<file path="src/rtl/fp16_pkg.sv">
// rtl/fp16_pkg.sv - shared widths, constants, FSM state and packed result type for the fp16 add/normalise stage
package fp16_pkg;

    localparam int EXP_W = 5;
    localparam int MAN_W = 11;

    localparam logic [EXP_W-1:0] EXP_INF = 5'h1F;

    typedef enum logic [1:0] {
        IDLE = 2'd0,
        ADD  = 2'd1,
        NORM = 2'd2,
        DONE = 2'd3
    } state_t;

    typedef struct packed {
        logic             sign;
        logic [EXP_W-1:0] exp;
        logic [MAN_W-2:0] frac;
    } fp16_t;

endpackage

</file>
<file path="src/rtl/fp16_mag_addsub.sv">
// rtl/fp16_mag_addsub.sv - combinational magnitude add/sub of two aligned mantissas with result sign
module fp16_mag_addsub
    import fp16_pkg::*;
(
    input  logic             sign_a_i,
    input  logic             sign_b_i,
    input  logic [MAN_W-1:0] man_a_i,
    input  logic [MAN_W-1:0] man_b_i,
    output logic [MAN_W:0]   mag_o,
    output logic             sign_o,
    output logic             carry_o,
    output logic             eq_o
);

    logic same_sign;

    assign same_sign = (sign_a_i == sign_b_i);

    // Same signs add magnitudes; differing signs subtract smaller from larger and keep the larger's sign
    always_comb begin
        mag_o  = '0;
        sign_o = sign_a_i;
        if (same_sign) begin
            mag_o  = {1'b0, man_a_i} + {1'b0, man_b_i};
            sign_o = sign_a_i;
        end else if (man_a_i >= man_b_i) begin
            mag_o  = {1'b0, man_a_i} - {1'b0, man_b_i};
            sign_o = sign_a_i;
        end else begin
            mag_o  = {1'b0, man_b_i} - {1'b0, man_a_i};
            sign_o = sign_b_i;
        end
    end

    assign carry_o = mag_o[MAN_W];
    assign eq_o    = !same_sign && (man_a_i == man_b_i);

endmodule

</file>
<file path="src/rtl/fp16_add_norm.sv">
// rtl/fp16_add_norm.sv - add/subtract, iterative normalise and pack stage; FP16_ADD_ROUND_EN enables round half-up on carry
module fp16_add_norm
    import fp16_pkg::*;
(
    input  logic             clk,
    input  logic             rst_n,
    input  logic             in_valid,
    output logic             in_ready,
    input  logic             op_sub,
    input  logic             sc1,
    input  logic             sc2,
    input  logic [EXP_W-1:0] e3,
    input  logic [MAN_W-1:0] mc1,
    input  logic [MAN_W-1:0] mc2,
    output logic             out_valid,
    input  logic             out_ready,
    output logic [15:0]      result,
    output logic             overflow,
    output logic             underflow,
    output logic             zero
);

    state_t           state_q;
    logic             in_ready_q;
    logic             out_valid_q;
    fp16_t            result_q;
    logic             ovf_q, unf_q, zero_q;
    logic             special_q;
    logic             op_sub_q, sc1_q, sc2_q;
    logic [EXP_W-1:0] e3_q;
    logic [MAN_W-1:0] mc1_q, mc2_q;
    logic             sign_q;
    logic [EXP_W-1:0] exp_q;
    logic [MAN_W-1:0] man_q;

    logic [MAN_W:0]   sum;
    logic             sum_sign, sum_carry, sum_eq;
    logic [1:0]       add_inc;
    logic [MAN_W-1:0] add_man;
    logic [EXP_W:0]   add_exp;
    logic             add_ovf, add_zero;

    fp16_mag_addsub u_mag (
        .sign_a_i (sc1_q),
        .sign_b_i (sc2_q ^ op_sub_q),
        .man_a_i  (mc1_q),
        .man_b_i  (mc2_q),
        .mag_o    (sum),
        .sign_o   (sum_sign),
        .carry_o  (sum_carry),
        .eq_o     (sum_eq)
    );

`ifdef FP16_ADD_ROUND_EN
    logic [MAN_W:0] rnd;
`endif

    // Post-add mantissa/exponent: a carry shifts right once, optionally rounding the dropped bit back in
    always_comb begin
        add_inc = 2'd0;
        add_man = sum[MAN_W-1:0];
`ifdef FP16_ADD_ROUND_EN
        rnd = {1'b0, sum[MAN_W:1]} + {{MAN_W{1'b0}}, sum[0]};
`endif
        if (sum_carry) begin
            add_inc = 2'd1;
            add_man = sum[MAN_W:1];
`ifdef FP16_ADD_ROUND_EN
            if (rnd[MAN_W]) begin
                add_inc = 2'd2;
                add_man = rnd[MAN_W:1];
            end else begin
                add_man = rnd[MAN_W-1:0];
            end
`endif
        end
        add_exp  = {1'b0, e3_q} + {{(EXP_W-1){1'b0}}, add_inc};
        add_ovf  = (e3_q == EXP_INF) || (add_exp >= {1'b0, EXP_INF});
        add_zero = sum_eq || (sum == '0);
    end

    // Control FSM: capture, add, shift-normalise one bit per clock, then hold the packed result
    always_ff @(posedge clk or negedge rst_n) begin
        if (!rst_n) begin
            state_q     <= IDLE;
            in_ready_q  <= 1'b0;
            out_valid_q <= 1'b0;
            result_q    <= '0;
            ovf_q       <= 1'b0;
            unf_q       <= 1'b0;
            zero_q      <= 1'b0;
            special_q   <= 1'b0;
            op_sub_q    <= 1'b0;
            sc1_q       <= 1'b0;
            sc2_q       <= 1'b0;
            e3_q        <= '0;
            mc1_q       <= '0;
            mc2_q       <= '0;
            sign_q      <= 1'b0;
            exp_q       <= '0;
            man_q       <= '0;
        end else begin
            case (state_q)
                IDLE: begin
                    in_ready_q <= 1'b1;
                    if (in_valid && in_ready_q) begin
                        op_sub_q   <= op_sub;
                        sc1_q      <= sc1;
                        sc2_q      <= sc2;
                        e3_q       <= e3;
                        mc1_q      <= mc1;
                        mc2_q      <= mc2;
                        in_ready_q <= 1'b0;
                        state_q    <= ADD;
                    end
                end
                ADD: begin
                    sign_q    <= sum_sign;
                    exp_q     <= add_exp[EXP_W-1:0];
                    man_q     <= add_man;
                    special_q <= add_ovf || add_zero;
                    if (add_ovf) begin
                        result_q <= '{sign: sum_sign, exp: EXP_INF, frac: '0};
                        ovf_q    <= 1'b1;
                    end else if (add_zero) begin
                        // Equal magnitudes of opposite sign cancel to +0
                        result_q <= '{sign: sum_eq ? 1'b0 : sum_sign, exp: '0, frac: '0};
                        zero_q   <= 1'b1;
                    end
                    state_q <= NORM;
                end
                NORM: begin
                    // Overflow/zero results were packed in ADD and bypass normalisation
                    if (special_q || man_q[MAN_W-1]) begin
                        if (!special_q) begin
                            result_q <= '{sign: sign_q, exp: exp_q, frac: man_q[MAN_W-2:0]};
                        end
                        out_valid_q <= 1'b1;
                        state_q     <= DONE;
                    end else if (exp_q > 1) begin
                        man_q <= man_q << 1;
                        exp_q <= exp_q - 1'b1;
                    end else begin
                        result_q    <= '{sign: sign_q, exp: '0, frac: '0};
                        unf_q       <= 1'b1;
                        zero_q      <= 1'b1;
                        out_valid_q <= 1'b1;
                        state_q     <= DONE;
                    end
                end
                DONE: begin
                    if (out_valid_q && out_ready) begin
                        out_valid_q <= 1'b0;
                        ovf_q       <= 1'b0;
                        unf_q       <= 1'b0;
                        zero_q      <= 1'b0;
                        in_ready_q  <= 1'b1;
                        state_q     <= IDLE;
                    end
                end
                default: state_q <= IDLE;
            endcase
        end
    end

    assign in_ready  = in_ready_q;
    assign out_valid = out_valid_q;
    assign result    = result_q;
    assign overflow  = ovf_q;
    assign underflow = unf_q;
    assign zero      = zero_q;

endmodule

</file>
<file path="config.mk">
export PLATFORM = sky130hd
export DESIGN_NAME = fp16_add_norm
export DESIGN_NICKNAME = d
export VERILOG_FILES = /design/src/rtl/fp16_pkg.sv /design/src/rtl/fp16_mag_addsub.sv /design/src/rtl/fp16_add_norm.sv
export SDC_FILE = /design/constraint.sdc
export NUM_CORES = 1
export LEC_CHECK = 0
export BUFFER_PORTS_ARGS = -buffer_cell sky130_fd_sc_hd__buf_2
export CORE_ASPECT_RATIO = 1.25
export CORE_UTILIZATION = 60
export CTS_CLUSTER_SIZE = 30
export DETAILED_ROUTE_END_ITERATION = 8
export PLACE_DENSITY_LB_ADDON = 0.05
export REMOVE_ABC_BUFFERS = 1
export SLEW_MARGIN = 20
export SYNTH_ARGS = -nofsm -noshare
export SYNTH_HDL_FRONTEND = slang
export SYNTH_SLANG_ARGS = --single-unit
</file>
<file path="constraint.sdc">
create_clock -name clk -period 5.94 [get_ports clk]
set_input_delay 0 -clock clk [delete_from_list [all_inputs] [get_ports clk]]
set_output_delay 0 -clock clk [all_outputs]
set_load 0.1 [all_outputs]
</file>
After elaboration in Yosys (flattened, before gate mapping)
Index checks and enable logic that the tools add are counted.
{"block": "word_totals", "output_inout_bits": 21, "inputBits": 34, "ff_bits": 71}
{"block": "op_classes", "add_sub_neg": 5, "muxes": 38, "order_cmp": 3, "n_reduce_logical": 24, "eq_ne": 17, "bitwise": 1}
{"op": "2-to-1 mux 16 bit", "n": 5}
{"op": "2-to-1 mux 11 bit", "n": 3}
{"op": "one-hot mux 16 bit (2 select lines)", "n": 1}
{"op": "2-to-1 mux 12 bit", "n": 2}
{"op": "subtractor 11 x 11 -> 12 bit", "n": 2}
{"op": "one-hot mux 11 bit (2 select lines)", "n": 1}
{"op": "!= test 2 bit, second input constant", "n": 8}
{"op": "2-to-1 mux 1 bit", "n": 13}
{"op": "adder 11 x 11 -> 12 bit", "n": 1}
{"op": "zero test 12 bit", "n": 1}
{"op": "AND reduction 3 bit", "n": 4}
{"op": "equality test 11 bit", "n": 1}
{"op": ">= comparator 11 bit", "n": 1}
{"op": "2-to-1 mux 5 bit", "n": 2}
{"op": "one-hot mux 5 bit (2 select lines)", "n": 1}
{"op": "!= test 3 bit, second input constant", "n": 3}
{"op": "2-to-1 mux 2 bit", "n": 4}
{"op": "one-hot mux 1 bit (2 select lines)", "n": 4}
{"op": "one-hot mux 2 bit (4 select lines)", "n": 1}
{"op": "AND reduction 4 bit", "n": 2}
{"op": "nonzero test 2 bit", "n": 4}
{"op": "adder 5 x 2 -> 6 bit", "n": 1}
{"op": ">= comparator 6 x 5 -> 1 bit, second input constant", "n": 1}
{"op": "AND reduction 6 bit", "n": 1}
{"op": "other kinds (14)", "n": 21}

Depth between registers and ports, before layout
Gate-level depths: netlist of run 1.
{"block": "depth", "word_depth": 9, "ltp_mapped": 22, "ltp_nobuf": 19}

Hierarchy
Synthesis of run 1 repeated with hierarchy kept, for this count alone.
{"block": "hier_totals", "hier_cells": 539, "area_unflattened_um2": 5129.9}
{"module": "fp16_add_norm", "cells_each": 314, "seq_area_each_um2": 1776.7, "n_inst": 1, "area_each_um2": 3487.1}
{"module": "fp16_mag_addsub", "cells_each": 225, "seq_area_each_um2": 0.0, "n_inst": 1, "area_each_um2": 1642.8}

Least setup slack after synthesis of run 1
No wires, ideal clock.
{"block": "synth_timing", "kind": "reg-to-reg", "from": "register mc1_q[4]", "to": "register result_q, in the netlist result[6]", "t_arrival_ps": 4628, "slack_ps": 1191, "path_stages_with_launch": 21, "synth_period_minus_slack_ps": 4749, "t_required_ps": 5818, "path_buffers": 4, "cell_sequence": "dfrtp_1 -> inv_1 -> ha_1 -> buf_6 -> a21o_2 -> or3_1 -> o2111ai_1 -> a21boi_0 -> o21a_1 -> o41ai_2 -> clkbuf_1 -> ha_1 -> ha_1 -> nand3_1 -> xor2_1 -> o22a_1 -> nand2_1 -> a31o_1 -> buf_6 -> buf_12 -> a32o_1"}
{"block": "synth_between", "elab_chain_len": 9}
{"element": "start: declaration", "line": "fp16_add_norm.sv:31", "text": "logic [MAN_W-1:0] mc1_q, mc2_q;"}
{"element": "start signal: assignment", "line": "fp16_add_norm.sv:111", "text": "mc1_q <= mc1;"}
{"element": "subtractor 11 x 11 -> 12 bit, or another cell as far along", "line": "fp16_mag_addsub.sv:30", "text": "mag_o = {1'b0, man_b_i} - {1'b0, man_a_i};"}
{"element": "2-to-1 mux 12 bit", "line": "fp16_mag_addsub.sv:26", "text": "end else if (man_a_i >= man_b_i) begin"}
{"element": "2-to-1 mux 12 bit", "line": "fp16_mag_addsub.sv:23", "text": "if (same_sign) begin"}
{"element": "2-to-1 mux 1 bit", "line": "fp16_add_norm.sv:65", "text": "if (sum_carry) begin"}
{"element": "adder 5 x 2 -> 6 bit", "line": "fp16_add_norm.sv:77", "text": "add_exp = {1'b0, e3_q} + {{(EXP_W-1){1'b0}}, add_inc};"}
{"element": ">= comparator 6 x 5 -> 1 bit", "line": "fp16_add_norm.sv:78", "text": "add_ovf = (e3_q == EXP_INF) || (add_exp >= {1'b0, EXP_INF});"}
{"element": "logical OR 1 bit", "line": "fp16_add_norm.sv:78"}
{"element": "!= test 3 bit (no source line) / 2-to-1 mux 16 bit (equally long branches)"}
{"element": "AND reduction 4 bit (no source line) / one-hot mux 16 bit (2 select lines) (equally long branches)"}
{"element": "end signal: assignment", "line": "fp16_add_norm.sv:123", "text": "result_q <= '{sign: sum_sign, exp: EXP_INF, frac: '0};"}
{"element": "end signal: assignment", "line": "fp16_add_norm.sv:127", "text": "result_q <= '{sign: sum_eq ? 1'b0 : sum_sign, exp: '0, frac: '0};"}
{"element": "end signal: assignment", "line": "fp16_add_norm.sv:136", "text": "result_q <= '{sign: sign_q, exp: exp_q, frac: man_q[MAN_W-2:0]};"}
{"element": "end: declaration", "line": "fp16_add_norm.sv:26", "text": "fp16_t result_q;"}
Several ways; a longest one is shown, not always the timed one.
A chain may end at the register's enable or synchronous reset.

Worst setup path in the final report of run 1
{"block": "layout_timing", "from": "register mc1_q[4]", "to": "register result_q, in the netlist result[2]"}
The elaborated chain is that of the path after synthesis.

==> summary.txt, run 1 <==
Outcome
  • Status: finished clean

Clocking
  • Post-cts sizing count: 0
  • Clk_lat worst skew: 0.36 ns
  • CTS clk-pin slew, worst paths: 0.08 ns
  • CTS tree: done
  • Root Driver: clkbuf_8
  • CTS HTree Levels: 3
  • Clock sink count: 71
  • Clk buf depth: 2
  • Postcts setup bufs: 0
  • CTS Buf Count: 9

Worst setup path
  • CP Capture Type: register
  • Worst Path Arrival: 5.52 ns
  • Worst-path maximum fanout: 17
  • CP cell instances: inv_1 -> ha_1 -> a21o_2 -> or3_1 -> o2111ai_1 -> a21boi_0 -> o21a_1 -> o41ai_4 -> ha_1 -> ha_1 -> nand3_1 -> xor2_1 -> o22a_1 -> nand2_1 -> a31o_1 -> a32o_1
  • Crit Path Class: reg -> reg
  • CP peak stage delay: 0.91 ns
  • CP required: 6.18 ns
  • Slowest cell on crit path: o41ai_4
  • Most used cell, CP: ha_1
  • Startpoint Class: register

Global routing
  • Initial antenna violation count: 0
  • Overall routing resource usage: 30.0%
  • Largest net degree at the start of global routing: 72
  • First-pass GRT wire length: 22000 microns
  • Number of global-route vias before repair: 4628
  • GRT overflow: 0

Synth
  • Mux cell area share after synthesis: 8.72%
  • Ys flop type: dfrtp_1
  • Synth Area in Adders: 10.9%
  • Simple-gate area share of the yosys netlist: 16.4%
  • Largest family of logic cells by synthesized area: compound AO/OA/AOI/OAI gates
  • #FFs+latches synth: 71
  • Top cell type's share of synthesized area: 32.9%
  • Yosys warning count: 0
  • Compound-gate portion of the synthesized area: 23.4%
  • Yosys top cell by area: dfrtp_1
  • Seq/Total Area, Yosys: 32.9%
  • Post-Synth XOR/XNOR Area: 1.23%
  • Synthesized area: 5390 sq um
  • Number of synthesized flops with an enable pin: 0
  • Syn Inst Count: 568
  • Netlist cell types: 86
  • Synth top area cells: dfrtp_1 33%, ha_1 9.7%, mux2_2 6.7%, a21oi_1 3.1%, nand2_1 3.0%
  • Syn Area/Cell: 9.50 sq um
  • Async set or reset register ratio after synthesis: 100%

Min path
  • Hold Crit Class: in -> reg

STA
  • Slew margin rel.: 30.0%
  • Final setup vio count: 0
  • Slew @ Worst Pin: 1.05 ns
  • Setup TNS: 0 ns
  • Final Hold Fails: 0
  • Slew Limit Fails: 0
  • Minimum clock period: 5.28 ns
  • Unrepaired setup endpoints after global routing: false
  • Skew final: 0.0104 ns
  • Highest clock rate: 0.190 GHz
  • Period utilisation layout: 88.8%

Drt
  • DRC viols: 0
  • DRT Pass-1 Iters: 4
  • Via/cell ratio: 6.17
  • Iter 0 DRT Violations: 180
  • Detail Route Antenna Nets: 0
  • Drt total wl: 13200 microns
  • Drt wl/cell: 17.3 microns
  • Vias: 4716

Place
  • DP HPWL: 9570 microns
  • I/O Buffers: 54
  • GP Congestion: 1.02
  • DP Area: 5670 sq um

Finish
  • Commonest non-fill, non-tap cell in the layout: dfrtp_1
  • Diode count: 0
  • Final Core Density: 70.8%
  • Share of cells above drive strength 1: 20.7%
  • Area grow syn2layout: 14.2%
  • # nets final: 719
  • Most frequent cells in the layout: 71 x dfrtp_1, 54 x buf_2, 43 x nand2_1, 42 x ha_1, 41 x inv_1
  • Fin area: 6160 sq um
  • Filler cell count in the final layout: 671

Floorplan
  • Die width: 86.8 microns
  • IO Count: 55
  • # rows: 38
  • Initial Utilization: 62.0%
  • Die Y: 108 microns
  • Die area: 9380 sq um
  • Core area: 8700 sq um

Job
  • Max-cap violations: 0
[cell families (layout without fill, tap and decap cells)]
kind of cell               after synthesis  in the layout
AOI/OAI and AO/OA                      169            169
and+or+nand+nor                        164            164
DFF                                     71             71
buffers and inverters                   70            146
adders and majority gates               45             45
muxes                                   43             43
xor gates and xnor gates                 6              6
[metal layers]
layer,share of wire [%],wire length (microns),GRT usage (%),vias up
li1,-,-,-,2253
met1,41,5470,36.6,2283
met2,52,6890,53.1,155
met3,4.2,559,4.89,25
met4,2.2,284,10.2,0
met5,0,0,0,-
[registers in the layout, summed over array words and instances (netlist names)]
name       cells
sc1_q          1
overflow       1
result        16
in_ready       1
sc2_q          1
e3_q           5
man_q         11
special_q      1
zero           1
out_valid      1
mc2_q         11
sign_q         1
exp_q          5
op_sub_q       1
state_q        2
underflow      1
mc1_q         11
[critical path, delay by kind of cell (launching register included)]
family          cells  cell delay (ns)
compound gates      8             2.86
fa+ha+maj           3             0.97
xor+xnor            1             0.19
flops               1             0.40
buf+inv             1             0.06
simple gates        3             0.68
[synth_stat cells, drive strengths merged (9+ instances only)]
library cell and count:
nand2 43, a21o 9, inv 41, nor2 33, a21oi 37, a32o 11, mux2i 11, nand3 15
mux2 32, o221ai 10, ha 42, nand4 9, buf 15, and2 12, a31oi 9, clkbuf 14
dfrtp 71, o21ai 24
[final timing paths]
| path | cells after the start | slack [ns] | to | start |
|---|---|---|---|---|
| worst min register to register | 1 | 0.51 | sign_q | sign_q |
| min in group asynchronous | 3 | 0.37 | mc1_q[0] | rst_n |
| worst min-delay path | 4 | 0.03 | overflow | out_ready |
| worst max-delay path | 16 | 0.66 | result[2] | mc1_q[4] |
| max in group asynchronous | 3 | 4.98 | mc1_q[5] | rst_n |
| worst max register to register | 16 | 0.66 | result[2] | mc1_q[4] |
[final cells by class]
cell class / instances / area (sq um) / share of cell area [%]
multi-input combinational: 427 / 3280 / 53.3
inverter: 41 / 154 / 2.50
timing repair buffer: 90 / 618 / 10.0
tap: 120 / 150 / 2.44
clock inverter: 4 / 47.5 / 0.772
sequential: 71 / 1780 / 28.8
clock buffer: 11 / 131 / 2.13
[metrics by stage]
step	std cells	worst slack (ns)	hold slack [ns]
2_1_floorplan	539	1.03	-0.296
3_3_place_gp	718	0.891	0.231
3_5_place_dp	718	0.688	0.235
4_1_cts	764	0.686	0.0274
5_1_grt	764	0.198	0.0516
6_report	764	0.664	0.0279
[timing repair]
action,in CTS,in global routing
endpoints found under the setup margin,0,0
hold buffers,31,0
hold endpoints to repair,101,0
Power of run 1 is left out: the tool's default activity adds up to more than one toggle a clock period on the data nets, which glitch-free logic cannot reach.
==> inputs of run 2 (changes only) <==
--- a/config.mk
+++ b/config.mk
@@ -5,9 +5,10 @@
 export SDC_FILE = /design/constraint.sdc
 export NUM_CORES = 1
 export LEC_CHECK = 0
+export ABC_AREA = 1
 export BUFFER_PORTS_ARGS = -buffer_cell sky130_fd_sc_hd__buf_2
 export CORE_ASPECT_RATIO = 1.25
-export CORE_UTILIZATION = 60
+export CORE_UTILIZATION = 61
 export CTS_CLUSTER_SIZE = 30
 export DETAILED_ROUTE_END_ITERATION = 8
 export PLACE_DENSITY_LB_ADDON = 0.05
==> run 2 against run 1 <==
Effect of this change: cell count grew 30%; sequential share of layout area shrank 1.2 points; the flow now finishes with violations (negative hold slack); non-clock buffer count shrank 2; cell area grew 4.3%.
==> summary.txt, run 2 <==
Global routing
  • GRT overflow: 0 (unchanged)
  • Initial antenna violation count: 0 (unchanged)
  • Overall routing resource usage: 31.6% (was 30.0%)
  • Largest net degree at the start of global routing: 72 (unchanged)
  • First-pass GRT wire length: 23200 microns (was 22000 microns)
  • Number of global-route vias before repair: 5308 (was 4628)

STA
  • Unrepaired setup endpoints after global routing: false (unchanged)
  • Slew margin rel.: 39.7% (was 30.0%)
  • Period utilisation layout: 73.3% (was 88.8%)
  • Final Hold Fails: 1 (was 0)
  • Setup TNS: 0 ns (unchanged)
  • Minimum clock period: 4.35 ns (was 5.28 ns)
  • Hold_ws: -0.000603 ns (was 0.0279 ns)
  • Skew final: 0.0101 ns (was 0.0104 ns)
  • Final setup vio count: 0 (unchanged)
  • Slew @ Worst Pin: 0.904 ns (was 1.05 ns)
  • Highest clock rate: 0.230 GHz (was 0.190 GHz)
  • Slew Limit Fails: 0 (unchanged)

Synth
  • #FFs+latches synth: 71 (unchanged)
  • Synth Area in Adders: 10.4% (was 10.9%)
  • Simple-gate area share of the yosys netlist: 33.2% (was 16.4%)
  • Netlist cell types: 42 (was 86)
  • Top cell type's share of synthesized area: 31.6% (was 32.9%)
  • Yosys warning count: 0 (unchanged)
  • Syn Area/Cell: 7.02 sq um (was 9.50 sq um)
  • Cell with the most instances after synthesis: nand2_1 (was dfrtp_1)
  • Synthesized area: 5620 sq um (was 5390 sq um)
  • Seq/Total Area, Yosys: 31.6% (was 32.9%)
  • Mux cell area share after synthesis: 1.40% (was 8.72%)
  • Compound-gate portion of the synthesized area: 11.4% (was 23.4%)
  • Synth top cells by count: 229 x nand2_1, 94 x inv_1, 73 x nor2_1, 71 x dfrtp_1, 70 x nand3_1 (was 71 x dfrtp_1, 43 x nand2_1, 42 x ha_1, 41 x inv_1, 33 x a21oi_1)
  • Async set or reset register ratio after synthesis: 100% (unchanged)
  • Post-Synth XOR/XNOR Area: 2.61% (was 1.23%)
  • Ys flop type: dfrtp_1 (unchanged)
  • Yosys top cell by area: dfrtp_1 (unchanged)
  • Synth top area cells: dfrtp_1 32%, nand2_1 15%, ha_1 9.4%, inv_1 6.3%, nand3_1 6.2% (was dfrtp_1 33%, ha_1 9.7%, mux2_2 6.7%, a21oi_1 3.1%, nand2_1 3.0%)
  • Largest family of logic cells by synthesized area: simple AND/OR/NAND/NOR gates (was compound AO/OA/AOI/OAI gates)
  • Syn Inst Count: 800 (was 568)
  • Number of synthesized flops with an enable pin: 0 (unchanged)

Place
  • I/O Buffers: 54 (unchanged)
  • DP HPWL: 10800 microns (was 9570 microns)
  • GP Congestion: 0.914 (was 1.02)

Drt
  • Via/cell ratio: 5.45 (was 6.17)
  • Iter 0 DRT Violations: 253 (was 180)
  • DRT Pass-1 Iters: 4 (unchanged)
  • Vias: 5438 (was 4716)
  • Drt total wl: 14400 microns (was 13200 microns)
  • DRC viols: 0 (unchanged)
  • Drt wl/cell: 14.5 microns (was 17.3 microns)
  • Detail Route Antenna Nets: 0 (unchanged)

Finish
  • Most frequent cells in the layout: 229 x nand2_1, 94 x inv_1, 73 x nor2_1, 71 x dfrtp_1, 69 x nand3_1 (was 71 x dfrtp_1, 54 x buf_2, 43 x nand2_1, 42 x ha_1, 41 x inv_1)
  • Filler cell count in the final layout: 767 (was 671)
  • Commonest non-fill, non-tap cell in the layout: nand2_1 (was dfrtp_1)
  • # nets final: 951 (was 719)
  • Share of cells above drive strength 1: 13.5% (was 20.7%)
  • Max FFs per register: 16 (unchanged)
  • Diode count: 0 (unchanged)
  • Area grow syn2layout: 14.3% (was 14.2%)

Outcome
  • Status: finished with violations (was finished clean)
  • Failing checks: negative hold slack

Clocking
  • CTS HTree Levels: 3 (unchanged)
  • Clk_lat worst skew: 0.37 ns (was 0.36 ns)
  • CTS Buf Count: 9 (unchanged)
  • Clock sink count: 71 (unchanged)
  • CTS clk-pin slew, worst paths: 0.08 ns (about the same)
  • Root Driver: clkbuf_8 (unchanged)
  • CTS tree: done (unchanged)
  • Clk buf depth: 2 (unchanged)
  • Post-cts sizing count: 0 (unchanged)

Min path
  • Hold Crit Class: in -> reg (unchanged)

Worst setup path
  • Startpoint Class: register (unchanged)
  • CP Capture Type: register (unchanged)
  • CP required: 6.20 ns (was 6.18 ns)
  • Worst Path Arrival: 4.61 ns (was 5.52 ns)
  • Worst-path maximum fanout: 17 (unchanged)
  • Crit Path Class: reg -> reg (unchanged)

Floorplan
  • Die Y: 109 microns (was 108 microns)
  • Die area: 9600 sq um (was 9380 sq um)
  • Initial Utilization: 63.9% (was 62.0%)
  • # rows: 38 (unchanged)
  • Die width: 87.8 microns (was 86.8 microns)
  • Core area: 8800 sq um (was 8700 sq um)
  • IO Count: 55 (unchanged)

Job
  • Max-cap violations: 0 (unchanged)
## run 2: final timing paths
path,from,endpoint,slack (ns),cells past startpoint
setup / recovery,mc1_q[0],result[14],1.59,27
hold / removal,out_ready,underflow,-0.0006,3
setup reg to reg,mc1_q[0],result[14],1.59,27
hold reg to reg,result[13],result[13],0.47,2
max in group asynchronous,rst_n,mc2_q[10],4.95,3
min in group asynchronous,rst_n,result[0],0.40,3
## run 2: area by class of cell
class | count | area, sq um | share of cell area [%]
flip-flops and latches | 71 | 1780 | 27.7
inverters | 99 | 377 | 5.86
well taps | 120 | 150 | 2.34
repair buffers | 88 | 606 | 9.43
clock buffers | 11 | 141 | 2.20
clock inverters | 5 | 57.6 | 0.896
multi-input cells | 603 | 3320 | 51.6
## run 2: kinds of logic (layout without fill, tap and decap cells)
logic type | count (synthesis) | after routing
and+or+nand+nor | 423 | 423
muxes | 7 | 7
buffers and inverters | 126 | 203
xor gates and xnor gates | 15 | 15
AOI/OAI and AO/OA | 113 | 113
DFF | 71 | 71
adders and majority gates | 45 | 45
## run 2: timing repair
item,4_1_cts,5_1_grt
endpoints found under the hold margin,102,0
hold buffers,32,0
setup buffers,0,0
## run 2: routing by layer
layer  vias up  part of all wire, %  track usage [%]
li1       2720                    -                -
met1      2497                   39             33.7
met2       163                   52             57.8
met3        58                  3.8             4.35
met4         0                  4.9             19.9
met5         -                    0                0
## run 2: stage by stage
| step | worst slack, ns | instance area [sq um] | instances | utilization, % |
|---|---|---|---|---|
| floorplan | 2.15 | 5470 | 773 | - |
| global placement | 1.83 | 5910 | 949 | 67.1 |
| detailed placement | 1.63 | 5910 | 949 | 67.1 |
| CTS | 1.61 | 6420 | 997 | 73.0 |
| global route | 1.16 | 6420 | 997 | 73.0 |
| finish | 1.59 | 6420 | 997 | 73.0 |
## run 2: worst max-delay path, cell delays in order (launching register included)
cell and delay, ns:
dfrtp_1 0.41, inv_1 0.10, ha_1 0.15, inv_1 0.09, fa_1 0.43, nand2_1 0.08
nand3_1 0.11, nand2_1 0.16, nor2_4 0.06, inv_2 0.05, nand3_2 0.23, nand3_1 0.14
nand3_1 0.09, nand2_2 0.22, inv_1 0.16, ha_1 0.24, ha_1 0.21, nand3_1 0.10
xor2_1 0.19, nand4_1 0.11, nand2_1 0.11, inv_1 0.06, nand3_1 0.09, nand2_2 0.08
nand2_4 0.17, nand2_4 0.18, nand2_1 0.13, nand2_1 0.06
Power of run 2 is left out for the same reason.
==> inputs of run 3 (changes only) <==
==> constraint.sdc (replaced) <==
create_clock -name clk -period 4.05 [get_ports clk]
set_input_delay 0 -clock clk [delete_from_list [all_inputs] [get_ports clk]]
set_output_delay 0 -clock clk [all_outputs]
set_load 0.1 [all_outputs]
==> run 3 against run 2 <==
Effect of this change: the run now ends clean; count of clock-buffer cells in the layout fell by 1; cell area rose by 1.6%; cell count rose by 0.70%.
==> summary.txt, run 3 (synthesis results as in run 2) <==
Job
  • Max-cap violations: 0 (unchanged)

Global routing
  • Number of global-route vias before repair: 5311 (was 5308)
  • Largest net degree at the start of global routing: 54 (was 72)
  • Initial antenna violation count: 0 (unchanged)
  • First-pass GRT wire length: 24100 microns (was 23200 microns)
  • GRT overflow: 0 (unchanged)
  • Overall routing resource usage: 32.5% (was 31.6%)

STA
  • Slew margin rel.: 43.0% (was 39.7%)
  • Period utilisation layout: 92.9% (was 73.3%)
  • Final Hold Fails: 0 (was 1)
  • Minimum clock period: 3.76 ns (was 4.35 ns)
  • Highest clock rate: 0.266 GHz (was 0.230 GHz)
  • Setup TNS: 0 ns (unchanged)
  • Hold_ws: 0.0137 ns (was -0.000603 ns)
  • Slew Limit Fails: 0 (unchanged)
  • Slew @ Worst Pin: 0.856 ns (was 0.904 ns)
  • Final setup vio count: 0 (unchanged)
  • Skew final: 0.0163 ns (was 0.0101 ns)
  • Unrepaired setup endpoints after global routing: false (unchanged)

Worst setup path
  • Reg-to-Reg Start: mc1_q[1] (was mc1_q[0])
  • Worst reg-to-reg path cell count: 24 (was 27)
  • Most used cell, CP: nand2_1
  • Critical path startpoint: mc1_q[1] (was mc1_q[0])
  • Slowest cell on crit path: dfrtp_1 (was fa_1)
  • Worst-path maximum fanout: 17 (unchanged)
  • Startpoint Class: register (unchanged)
  • CP peak stage delay: 0.48 ns (was 0.43 ns)
  • Buffers & Inverters on Critical Path: 3 (was 5)
  • Crit Path Class: reg -> reg (unchanged)
  • CP top delay family: simple AND/OR/NAND/NOR gates (unchanged)
  • Worst Path Arrival: 4.00 ns (was 4.61 ns)
  • CP Capture Type: register (unchanged)
  • CP required: 4.29 ns (was 6.20 ns)
  • CP cell instances: inv_1 -> ha_1 -> nor2_1 -> nand2_1 -> nand2_1 -> nand2_1 -> nand2_2 -> nand3_1 -> o21ai_1 -> nand2_2 -> inv_1 -> ha_1 -> ha_1 -> nand3_1 -> xor2_2 -> nand4_1 -> nand2_1 -> inv_1 -> nand3_1 -> nand2_2 -> nand2_8 -> nand2_8 -> nand2_1 -> nand2_1
  • Cell count along the critical path: 24 (was 27)

Place
  • DP HPWL: 11000 microns (was 10800 microns)
  • GP Congestion: 0.960 (was 0.914)
  • I/O Buffers: 54 (unchanged)
  • Post-placement cell count: 956 (was 949)

Clocking
  • Root Driver: clkbuf_8 (unchanged)
  • CTS HTree Levels: 3 (unchanged)
  • CTS clk-pin slew, worst paths: 0.09 ns (was 0.08 ns)
  • CTS tree: done (unchanged)
  • CTS Buf Count: 9 (unchanged)
  • Clk_lat worst skew: 0.36 ns (was 0.37 ns)
  • Clock sink count: 71 (unchanged)
  • Clk buf depth: 2 (unchanged)

Finish
  • Commonest non-fill, non-tap cell in the layout: nand2_1 (unchanged)
  • Final std cells w/o fill: 1004 (was 997)
  • Max FFs per register: 16 (unchanged)
  • Share of cells above drive strength 1: 15.3% (was 13.5%)
  • # nets final: 960 (was 951)
  • Diode count: 0 (unchanged)
  • Filler cell count in the final layout: 683 (was 767)
  • Most frequent cells in the layout: 227 x nand2_1, 94 x inv_1, 73 x nor2_1, 71 x dfrtp_1, 69 x nand3_1 (was 229 x nand2_1, 94 x inv_1, 73 x nor2_1, 71 x dfrtp_1, 69 x nand3_1)
  • Area grow syn2layout: 16.1% (was 14.3%)

Drt
  • Via/cell ratio: 5.38 (was 5.45)
  • DRT Pass-1 Iters: 5 (was 4)
  • Vias: 5405 (was 5438)
  • DRC viols: 0 (unchanged)
  • Drt wl/cell: 14.7 microns (was 14.5 microns)
  • Drt total wl: 14700 microns (was 14400 microns)
  • Detail Route Antenna Nets: 0 (unchanged)
  • Iter 0 DRT Violations: 254 (was 253)

Min path
  • Hold Crit Class: in -> reg (unchanged)
  • WHS Path Cells: 3 (unchanged)
  • Hold Startpoint: out_ready (unchanged)

Floorplan
  • # rows: 38 (unchanged)
  • Core area: 8800 sq um (unchanged)
  • Die width: 87.8 microns (unchanged)
  • IO Count: 55 (unchanged)
  • Die area: 9600 sq um (unchanged)
  • Initial Utilization: 63.9% (unchanged)
  • Die Y: 109 microns (unchanged)

Outcome
  • Status: finished clean (was finished with violations)
-- run 3: cell count changes in the layout (fill, tap and decap cells not counted), moves of 2 or more --
cell	previous run	this run
ha_2	0	5
nand2_1	229	227
ha_1	42	37
nand2_4	5	3
nand2_8	0	2
buf_4	2	13
clkinvlp_4	3	1
nand2_2	17	19
-- run 3: worst min-delay path: cells and delay by family --
| kind | cells | cell delay, ns |
|---|---|---|
| buffers and inverters | 1 | 0.11 |
| AOI/OAI and AO/OA | 2 | 0.22 |
-- run 3: per-layer routing --
metal / GRT usage (%) / part of all wire [%]
met5: 0 / 0
met4: 13.0 / 2.8
met3: 4.50 / 3.6
met2: 61.9 / 54
met1: 35.6 / 39
-- run 3: worst paths after layout --
| path | endpoint | slack [ns] |
|---|---|---|
| hold reg to reg | result[0] | 0.47 |
| min in group asynchronous | mc2_q[1] | 0.19 |
| setup reg to reg | result[14] | 0.29 |
| hold / removal | underflow | 0.01 |
| setup / recovery | result[14] | 0.29 |
| max in group asynchronous | result[7] | 3.10 |
-- run 3: what timing repair did --
item                       4_1_cts  5_1_grt
hold buffers                    31        0
resized for setup                0       11
hold endpoints to repair        75        0
setup endpoints to repair        0       18
setup buffers                    0        3
-- run 3: through the flow --
stage	util [%]	cell area (sq um)	setup WS [ns]
finish	74.2	6530	0.286
global placement	67.7	5960	0.346
global route	74.2	6530	0.00165
floorplan	-	5470	0.259
CTS	73.4	6450	0.0448
detailed placement	67.7	5960	0.107
-- run 3: layout make-up --
class | count | area (sq um) | share of cell area (%)
clock buffers | 10 | 138 | 2.11
multi-input cells | 603 | 3360 | 51.6
inverters | 99 | 377 | 5.77
flip-flops and latches | 71 | 1780 | 27.2
well taps | 120 | 150 | 2.30
repair buffers | 97 | 673 | 10.3
clock inverters | 4 | 47.5 | 0.729
Power of run 3 is left out for the same reason.
